--- src/rtl/wb_pkg.sv ---
// Shared Wishbone definitions: bus widths, arbiter state encoding and
// the state-to-grant mapping used by the two-master arbiter.
package wb_pkg;

    localparam int WB_AW = 16;
    localparam int WB_DW = 16;

    // The encoding is chosen so that each grant state already matches its one-hot gnt value
    typedef enum logic [1:0] {
        IDLE = 2'b00,
        GNT0 = 2'b01,
        GNT1 = 2'b10
    } arb_state_t;

    // One-hot grant vector for a given arbiter state; 00 when idle
    function automatic logic [1:0] state_to_gnt(arb_state_t s);
        logic [1:0] g;
        g = 2'b00;
        case (s)
            GNT0:    g = 2'b01;
            GNT1:    g = 2'b10;
            default: g = 2'b00;
        endcase
        return g;
    endfunction

endpackage

--- src/rtl/wb_watchdog.sv ---
// Bus stall watchdog: counts consecutive stalled strobe cycles and flags a
// timeout in the cycle where the count reaches TIMEOUT-1 with the bus still
// stalled. TIMEOUT=0 disables it. Reusable by any bridge that needs a
// forced ERR on a hung slave.
module wb_watchdog #(
    parameter int TIMEOUT = 255
) (
    input  logic clk,
    input  logic rst_n,
    input  logic clr,
    input  logic stall,
    output logic timeout
);

    localparam bit ENABLED = (TIMEOUT > 0);
    localparam int CW      = (TIMEOUT > 0) ? $clog2(TIMEOUT + 1) : 1;
    localparam logic [CW-1:0] LAST = CW'((TIMEOUT > 0) ? (TIMEOUT - 1) : 0);

    logic [CW-1:0] count_q;

    // Timeout fires combinationally in the stalled cycle that hits the limit
    always_comb begin
        timeout = ENABLED && stall && (count_q == LAST);
    end

    // Stall counter; restarts on any non-stall cycle, external clear or timeout
    always_ff @(posedge clk or negedge rst_n) begin
        // NOTE: state registers use non-blocking assignments so every flop samples pre-edge values.
        if (!rst_n) begin
            count_q <= '0;
        end else if (!ENABLED || clr || !stall || timeout) begin
            count_q <= '0;
        end else begin
            count_q <= count_q + CW'(1);
        end
    end

endmodule

--- src/rtl/wb_arbiter2.sv ---
// Two-master Wishbone classic-cycle arbiter in front of one slave bus.
// The grant is registered and held for the whole CYC of the winner; ties
// from idle alternate via the last-served master so neither master starves.
// A stalled slave is terminated with ERR by the embedded watchdog.
module wb_arbiter2
    import wb_pkg::*;
#(
    parameter int AW      = WB_AW,
    parameter int DW      = WB_DW,
    parameter int TIMEOUT = 255
) (
    input  logic          clk,
    input  logic          rst_n,

    input  logic          m0_cyc,
    input  logic          m0_stb,
    input  logic          m0_we,
    input  logic [AW-1:0] m0_adr,
    input  logic [DW-1:0] m0_dat_w,
    output logic [DW-1:0] m0_dat_r,
    output logic          m0_ack,
    output logic          m0_err,

    input  logic          m1_cyc,
    input  logic          m1_stb,
    input  logic          m1_we,
    input  logic [AW-1:0] m1_adr,
    input  logic [DW-1:0] m1_dat_w,
    output logic [DW-1:0] m1_dat_r,
    output logic          m1_ack,
    output logic          m1_err,

    output logic          s_cyc,
    output logic          s_stb,
    output logic          s_we,
    output logic [AW-1:0] s_adr,
    output logic [DW-1:0] s_dat_w,
    input  logic [DW-1:0] s_dat_r,
    input  logic          s_ack,
    input  logic          s_err,

    output logic [1:0]    gnt
);

    arb_state_t state_q, state_d;
    logic       last_q, last_d;   // index of the master served most recently
    logic       wd_stall;
    logic       wd_clr;
    logic       wd_err;

    // Read data is shared by both masters; only ack/err qualify it
    assign m0_dat_r = s_dat_r;
    assign m1_dat_r = s_dat_r;
    assign gnt      = state_to_gnt(state_q);

    // State and last-served registers; last starts at 1 so master 0 wins the first tie
    always_ff @(posedge clk or negedge rst_n) begin
        if (!rst_n) begin
            state_q <= IDLE;
            last_q  <= 1'b1;
        end else begin
            state_q <= state_d;
            last_q  <= last_d;
        end
    end

    // Next-state: round-robin pick from idle, release and direct handoff from a grant
    always_comb begin
        // NOTE: defaults first so every path assigns every output and no latch is inferred.
        state_d = state_q;
        last_d  = last_q;
        case (state_q)
            IDLE: begin
                if (m0_cyc && m1_cyc) begin
                    state_d = last_q ? GNT0 : GNT1;
                end else if (m0_cyc) begin
                    state_d = GNT0;
                end else if (m1_cyc) begin
                    state_d = GNT1;
                end
            end
            GNT0: begin
                if (!m0_cyc) begin
                    last_d  = 1'b0;
                    state_d = m1_cyc ? GNT1 : IDLE;
                end
            end
            GNT1: begin
                if (!m1_cyc) begin
                    last_d  = 1'b1;
                    state_d = m0_cyc ? GNT0 : IDLE;
                end
            end
            default: begin
                state_d = IDLE;
            end
        endcase
    end

    // Output mux: granted master drives the slave, slave terminations go back to it only
    always_comb begin
        s_cyc   = 1'b0;
        s_stb   = 1'b0;
        s_we    = 1'b0;
        s_adr   = '0;
        s_dat_w = '0;
        m0_ack  = 1'b0;
        m0_err  = 1'b0;
        m1_ack  = 1'b0;
        m1_err  = 1'b0;
        case (state_q)
            GNT0: begin
                s_cyc   = m0_cyc;
                s_stb   = m0_stb;
                s_we    = m0_we;
                s_adr   = m0_adr;
                s_dat_w = m0_dat_w;
                m0_ack  = s_ack;
                m0_err  = s_err | wd_err;
            end
            GNT1: begin
                s_cyc   = m1_cyc;
                s_stb   = m1_stb;
                s_we    = m1_we;
                s_adr   = m1_adr;
                s_dat_w = m1_dat_w;
                m1_ack  = s_ack;
                m1_err  = s_err | wd_err;
            end
            default: begin
            end
        endcase
    end

    // A stall is a strobed cycle with no slave termination; a grant change restarts the count
    assign wd_stall = s_stb & ~s_ack & ~s_err;
    assign wd_clr   = (state_d != state_q);

    wb_watchdog #(
        .TIMEOUT (TIMEOUT)
    ) u_watchdog (
        .clk     (clk),
        .rst_n   (rst_n),
        .clr     (wd_clr),
        .stall   (wd_stall),
        .timeout (wd_err)
    );

endmodule

--- config.mk ---
export PLATFORM = sky130hd
export DESIGN_NAME = wb_arbiter2
export DESIGN_NICKNAME = d
export VERILOG_FILES = /design/src/rtl/wb_pkg.sv /design/src/rtl/wb_watchdog.sv /design/src/rtl/wb_arbiter2.sv
export SDC_FILE = /design/constraint.sdc
export NUM_CORES = 1
export LEC_CHECK = 0
export ABC_AREA = 1
export ABC_CLOCK_PERIOD_IN_PS = 3900
export CORE_ASPECT_RATIO = 0.7
export CORE_MARGIN = 4
export CORE_UTILIZATION = 31
export DETAILED_ROUTE_END_ITERATION = 8
export PLACE_DENSITY = 0.94
export SYNTH_ARGS = -nofsm -noshare
export SYNTH_HDL_FRONTEND = slang
export SYNTH_HIERARCHICAL = 1
export SYNTH_SLANG_ARGS = --single-unit
--- constraint.sdc ---
create_clock -name clk -period 3.9 [get_ports clk]
set_input_delay 0.585 -clock clk [delete_from_list [all_inputs] [get_ports clk]]
set_output_delay 0.585 -clock clk [all_outputs]
set_load 0.05 [all_outputs]
==> results_dict.tcl, run 1 <==
set metrics [dict create \
    pin_count 163 \
    period_needed_ns 3.21 \
    viasPerCell 4.54 \
    required_ns 3.31 \
    synth_area_per_cell_sq_um 6.15 \
    vdd_drop_max_mv 0.375 \
    ys_dominant_reg_cell "dfrtp_1" \
    worstSetupEndpointType "output pin" \
    syn_nets 350 \
    finalInstanceArea_sq_mm 0.00255 \
    start_util_pct 32.2 \
    power_mw 1.58 \
    critPathMaxStageDelay_ns 0.83 \
    drc 0 \
    die_w_um 92.5 \
    fin_worst_skew_ns 0.00216 \
    synth_top_area_cell "nand2_1" \
    crit_type "reg -> out" \
    ys_top_cells_by_area "nand2_1 24%, buf_4 19%, dfrtp_1 16%" \
    placed_area_sq_mm 0.00250 \
    seqCellArea_sq_um 277 \
    gp_congestion 0.875 \
    grt_max_degree 38 \
    worst-r2r-cell-count 13 \
    slew_violations 0 \
    cts_resized 0 \
    timing.rr.end "u_watchdog/count_q[2]$_DFF_PN0_" \
    p_per_area_mw_per_mm2 622 \
    grt_overflow 0 \
    regToRegStartpoint "state_q[1]$_DFF_PN0_" \
    ys_seq_elements 11 \
    rows 21 \
    hpwl_um 4230 \
    ys_async_sr_fraction_pct 100 \
    ant_nets 0 \
    ff2ff_setup_slack_ns 1.74 \
    antenna_found_initial 0 \
    portBuffers 114 \
    maxCapViolations 0 \
    worst-path-max-fanout 35 \
    clockRootBuffer "clkbuf_8" \
    ys_top_cells_by_count "98 x nand2_1, 39 x buf_4, 34 x a21oi_1, 14 x inv_1, 11 x nand3_1" \
    nFillCells 451 \
    crit_arrival_ns 2.63 \
    outcome "finished, final reports clean" \
    cts_hold_buf 0 \
    grt_pass1_vias 1689 \
    wirelength_um 5170 \
    drtPass1Iterations 4 \
    cts_tree "built" \
    min_path_type "reg -> reg" \
    grt_pass1_wl_um 8070 \
    finalSetupTns_ns 0 \
    crit_chain "inv_1 > ha_1 > buf_4 > nand2_1 > a21oi_1 > clkdlybuf4s50_1" \
    num_vias 1805 \
    clockBufferDepth 2 \
    yosys_warnings 6 \
    final-hold-violation-count 0 \
    cts.sinks 11 \
    multi_input_area_sq_um 901 \
    synth_top_area_share_pct 23.7 \
    p_leak_nw 1.01 \
    cts_setup_buffers 0 \
    synth_edf_count 0 \
    drt_iter0_markers 77 \
    routedWlPerCell_um 13.0 \
    clock.fmax_ghz 0.311 \
    nets 428 \
    rsz0062_at_grt "no" \
    synthDistinctLibCells 24 \
    worstHoldPathCells 1 \
    design.die.area_sq_mm 0.00621 \
    clock_latency_ns 0.24 \
    grt_use_total_pct 16.1 \
    relSlewSlack_pct 62.8 \
    n_antenna_cell 0 \
    yosysSeqAreaShare_pct 17.8 \
    synthCells 252 \
    min_to "u_watchdog/count_q[0]$_DFF_PN0_" \
    startpoint_type "flip-flop" \
    area_growth_syn_to_layout_pct 64.4 \
    setup_viol 0 \
    h-tree-depth 1 \
    period_share_pct 82.4 \
    hold_start "u_watchdog/count_q[0]$_DFF_PN0_" \
    fp.coreArea_sq_mm 0.00481 \
    post-synth-top-count-cell "nand2_1" \
    worst_pin_slew_ns 0.558 \
    drive_above_1_share_pct 7.29 \
    cts_inserted_buffers 3 \
    netlist_area_sq_mm 0.00155 \
    die_h_um 67.2 \
    slowest_stage "clkdlybuf4s50_1" \
    clk_pin_slew_worst_paths_ns 0.05 \
]
## where the power goes
| part | leakage (nW) | internal, mW | switching [mW] |
|---|---|---|---|
| clock | 0.0228 | 0.0716 | 0.0410 |
| combinational | 0.842 | 0.424 | 0.892 |
| sequential | 0.148 | 0.133 | 0.0215 |
| total | 1.01 | 0.629 | 0.955 |
## worst max-delay path by stage
stage,cells past startpoint,slack [ns],endpoint,start
2_1_floorplan,11,1.16,m0_err,state_q[0]$_DFF_PN0_
3_3_place_gp,6,0.97,s_dat_w[3],state_q[0]$_DFF_PN0_
3_5_place_dp,6,0.93,s_dat_w[11],state_q[0]$_DFF_PN0_
4_1_cts,6,0.66,s_dat_w[11],state_q[0]$_DFF_PN0_
5_1_grt,6,0.51,s_adr[4],state_q[0]$_DFF_PN0_
6_report,6,0.69,s_dat_w[11],state_q[0]$_DFF_PN0_
## per-layer routing
| layer | GRT usage, % | part of all wire [%] | wire (um) | up-vias |
|---|---|---|---|---|
| li1 | - | - | - | 915 |
| met1 | 18.7 | 40 | 2070 | 793 |
| met2 | 29.5 | 50 | 2560 | 80 |
| met3 | 4.12 | 8.0 | 412 | 17 |
| met4 | 5.19 | 2.4 | 123 | 0 |
| met5 | 0 | 0 | 0 | - |
## cell type report
type / instances / share of cell area, %
clock buffer: 4 / 1.77
inverter: 17 / 2.50
multi-input combinational: 181 / 35.3
sequential: 11 / 10.8
tap: 69 / 3.39
timing repair buffer: 116 / 46.1
## sequential cells by signal, summed over array words and instances, names as in the netlist
signal              flops
u_watchdog/count_q      8
state_q                 2
last_q                  1
## worst max-delay path: cells and delay by family (launching register included)
kind                       cells  cell delay, ns
adders and majority gates      1            0.28
DFF                            1            0.45
and+or+nand+nor                1            0.11
buffers and inverters          3            1.38
AOI/OAI and AO/OA              1            0.15
## cells by family after synthesis
| group | count (synthesis) | synth area share [%] |
|---|---|---|
| AOI/OAI and AO/OA | 39 | 13.6 |
| xor gates and xnor gates | 3 | 1.70 |
| adders and majority gates | 8 | 6.46 |
| buffers and inverters | 60 | 24.1 |
| DFF | 11 | 17.8 |
| and+or+nand+nor | 131 | 36.3 |
## placed cells by master, fill, tap and decap left out, types with 2 or more instances in the layout
cell type,n
buf_4,2
o21a_1,2
nor2_2,3
nand2_1,98
nand3_1,11
nor2_1,8
inv_2,3
a21oi_1,34
xor2_1,2
clkdlybuf4s50_1,112
nand2_2,6
clkbuf_8,3
dfrtp_1,10
nand3_2,2
inv_1,14
buf_12,2
ha_1,8
## stage by stage
stage	setup slack (ns)	std cells	hold slack [ns]	utilization [%]
floorplan	1.16	252	0.289	-
detailed placement	0.930	394	0.527	52.1
global placement	0.971	394	0.495	52.1
finish	0.687	398	0.534	53.0
global route	0.507	398	0.562	53.0
CTS	0.664	398	0.534	53.0
Note: power is estimated with default switching activity, not from simulation.
==> inputs of run 2 (changes only) <==
--- a/config.mk
+++ b/config.mk
@@ -6,12 +6,12 @@
 export NUM_CORES = 1
 export LEC_CHECK = 0
 export ABC_AREA = 1
-export ABC_CLOCK_PERIOD_IN_PS = 3900
+export ABC_CLOCK_PERIOD_IN_PS = 3300
 export CORE_ASPECT_RATIO = 0.7
 export CORE_MARGIN = 4
-export CORE_UTILIZATION = 31
+export CORE_UTILIZATION = 29
 export DETAILED_ROUTE_END_ITERATION = 8
-export PLACE_DENSITY = 0.94
+export PLACE_DENSITY = 0.89
 export SYNTH_ARGS = -nofsm -noshare
 export SYNTH_HDL_FRONTEND = slang
 export SYNTH_HIERARCHICAL = 1
==> constraint.sdc (replaced) <==
create_clock -name clk -period 3.3 [get_ports clk]
set_input_delay 0.495 -clock clk [delete_from_list [all_inputs] [get_ports clk]]
set_output_delay 0.495 -clock clk [all_outputs]
set_load 0.05 [all_outputs]
==> run 2 against run 1 <==
Global-route usage fell by 0.51 points. Register-to-register slack worse by 0.67 ns. Setup slack worse by 0.22 ns. First-iteration DRC count increased by 52%. Core utilization shrank 3.0 points. Highest routed layer unchanged. Count of clock-buffer cells in the layout unchanged. Largest cell class unchanged.
==> results_dict.tcl, run 2 (synthesis results as in run 1) <==
set metrics [dict create \
    outcome "finished, final reports clean" \
    p_sw_mw 1.16 \
    antenna_found_initial 0 \
    hold_start "u_watchdog/count_q[0]$_DFF_PN0_" \
    worst-path-max-fanout 7 \
    finalInstanceArea_sq_mm 0.00248 \
    pwr-share-seq_pct 9.7 \
    p_leak_nw 1.09 \
    ff2ff_setup_slack_ns 1.07 \
    fin_worst_skew_ns 0.00461 \
    fin_cells 398 \
    crit_arrival_ns 2.34 \
    dpl.cell_count 394 \
    combPwrFrac_pct 82.9 \
    cts_resized 0 \
    drc 0 \
    whs_ns 0.512 \
    period_needed_ns 2.83 \
    clk_pin_slew_worst_paths_ns 0.05 \
    die_w_um 95.4 \
    start_util_pct 31.2 \
    cts_setup_buffers 0 \
    area_growth_syn_to_layout_pct 60.0 \
    timing.rr.end "u_watchdog/count_q[2]$_DFF_PN0_" \
    required_ns 2.80 \
    crit_type "reg -> out" \
    clock_latency_ns 0.24 \
    ant_nets 0 \
    portBuffers 114 \
    grt_max_degree 39 \
    rsz0062_at_grt "no" \
    maxCapViolations 0 \
    die_h_um 69.2 \
    gp_congestion 0.881 \
    drtPass1Iterations 4 \
    routedWlPerCell_um 13.7 \
    viasPerCell 4.51 \
    post-route-util_pct 50.0 \
    min_to "u_watchdog/count_q[0]$_DFF_PN0_" \
    grt_pass1_wl_um 8340 \
    n_antenna_cell 0 \
    grt_overflow 0 \
    p_per_area_mw_per_mm2 752 \
    rows 21 \
    cts_hold_buf 0 \
    cts_inserted_buffers 3 \
    relSlewSlack_pct 62.7 \
    top_register "u_watchdog/count_q" \
    slew_violations 0 \
    wirelength_um 5440 \
    h-tree-depth 1 \
    design.die.area_sq_mm 0.00660 \
    drive_above_1_share_pct 18.5 \
    worstHoldPathCells 1 \
    drt_iter0_markers 117 \
    vdd_drop_max_mv 0.624 \
    worst-r2r-cell-count 13 \
    placed_area_sq_mm 0.00244 \
    most-common-layout-cells "98 x nand2_1, 75 x clkdlybuf4s50_1, 37 x buf_4, 34 x a21oi_1, 14 x inv_1" \
    regToRegStartpoint "state_q[1]$_DFF_PN0_" \
    min_path_type "reg -> reg" \
    clockRootBuffer "clkbuf_8" \
    largest_register_ffs 8 \
    cts.sinks 11 \
    swShare_pct 61.9 \
    clock.fmax_ghz 0.353 \
    period_share_pct 85.9 \
    setup_viol 0 \
    worst_pin_slew_ns 0.558 \
    internal_power_uw 711 \
    power.share.clock_pct 7.4 \
    num_vias 1796 \
    cts_tree "built" \
    grt_pass1_vias 1737 \
    fp.coreArea_sq_mm 0.00497 \
    final-hold-violation-count 0 \
    startpoint_type "flip-flop" \
    final_common_cell "nand2_1" \
    grt_use_total_pct 15.6 \
    reg_top3 "u_watchdog/count_q x8, state_q x2, last_q x1" \
    hpwl_um 4440 \
    finalSetupTns_ns 0 \
    pin_count 163 \
    nets 428 \
    clockBufferDepth 2 \
    worstSetupEndpointType "output pin" \
]
run 2: through the flow:
step | worst slack [ns] | total power, mW
after floorplan | 0.654 | 1.37
after global placement | 0.594 | 1.70
after detailed placement | 0.575 | 1.73
after CTS | 0.454 | 1.87
after global routing | 0.336 | 1.98
final | 0.466 | 1.87
run 2: critical path, cell delays in order (launching register included):
cell and delay, ns:
dfrtp_1 0.46, inv_1 0.18, ha_1 0.20, a22o_1 0.13, nand2_1 0.07, nor3_1 0.34
nand2_1 0.09, nor2_1 0.12, nand2_2 0.09, inv_1 0.08, o21a_1 0.19, buf_12 0.16
run 2: layout make-up:
class / instances / area [sq um]
clock buffer: 4 / 45.0
fill: 448 / 2480
inverter: 17 / 63.8
multi-input combinational: 181 / 901
sequential: 11 / 277
tap: 69 / 86.3
timing repair buffer: 116 / 1110
run 2: worst max-delay path by stage:
stage,slack [ns],to,from,cells past startpoint
after CTS,0.45,m0_err,state_q[1]$_DFF_PN0_,11
after global routing,0.34,m0_err,state_q[1]$_DFF_PN0_,10
after floorplan,0.65,m0_err,state_q[0]$_DFF_PN0_,11
after detailed placement,0.57,m0_err,m0_stb,10
final,0.47,m1_err,state_q[1]$_DFF_PN0_,11
after global placement,0.59,m0_err,m0_stb,10
run 2: routing by layer:
layer / track usage [%] / part of all wire (%) / up-vias
li1: - / - / 913
met1: 18.2 / 38 / 801
met2: 27.0 / 50 / 67
met3: 4.99 / 9.3 / 15
met4: 4.73 / 2.0 / 0
met5: 0 / 0 / -
run 2: power groups by stage:
stage / clock, mW / combinational, mW / sequential [mW]
after floorplan: 0 / 1.19 / 0.177
after global placement: 0 / 1.52 / 0.180
after detailed placement: 0 / 1.54 / 0.182
after CTS: 0.144 / 1.55 / 0.180
after global routing: 0.152 / 1.64 / 0.182
final: 0.138 / 1.55 / 0.181
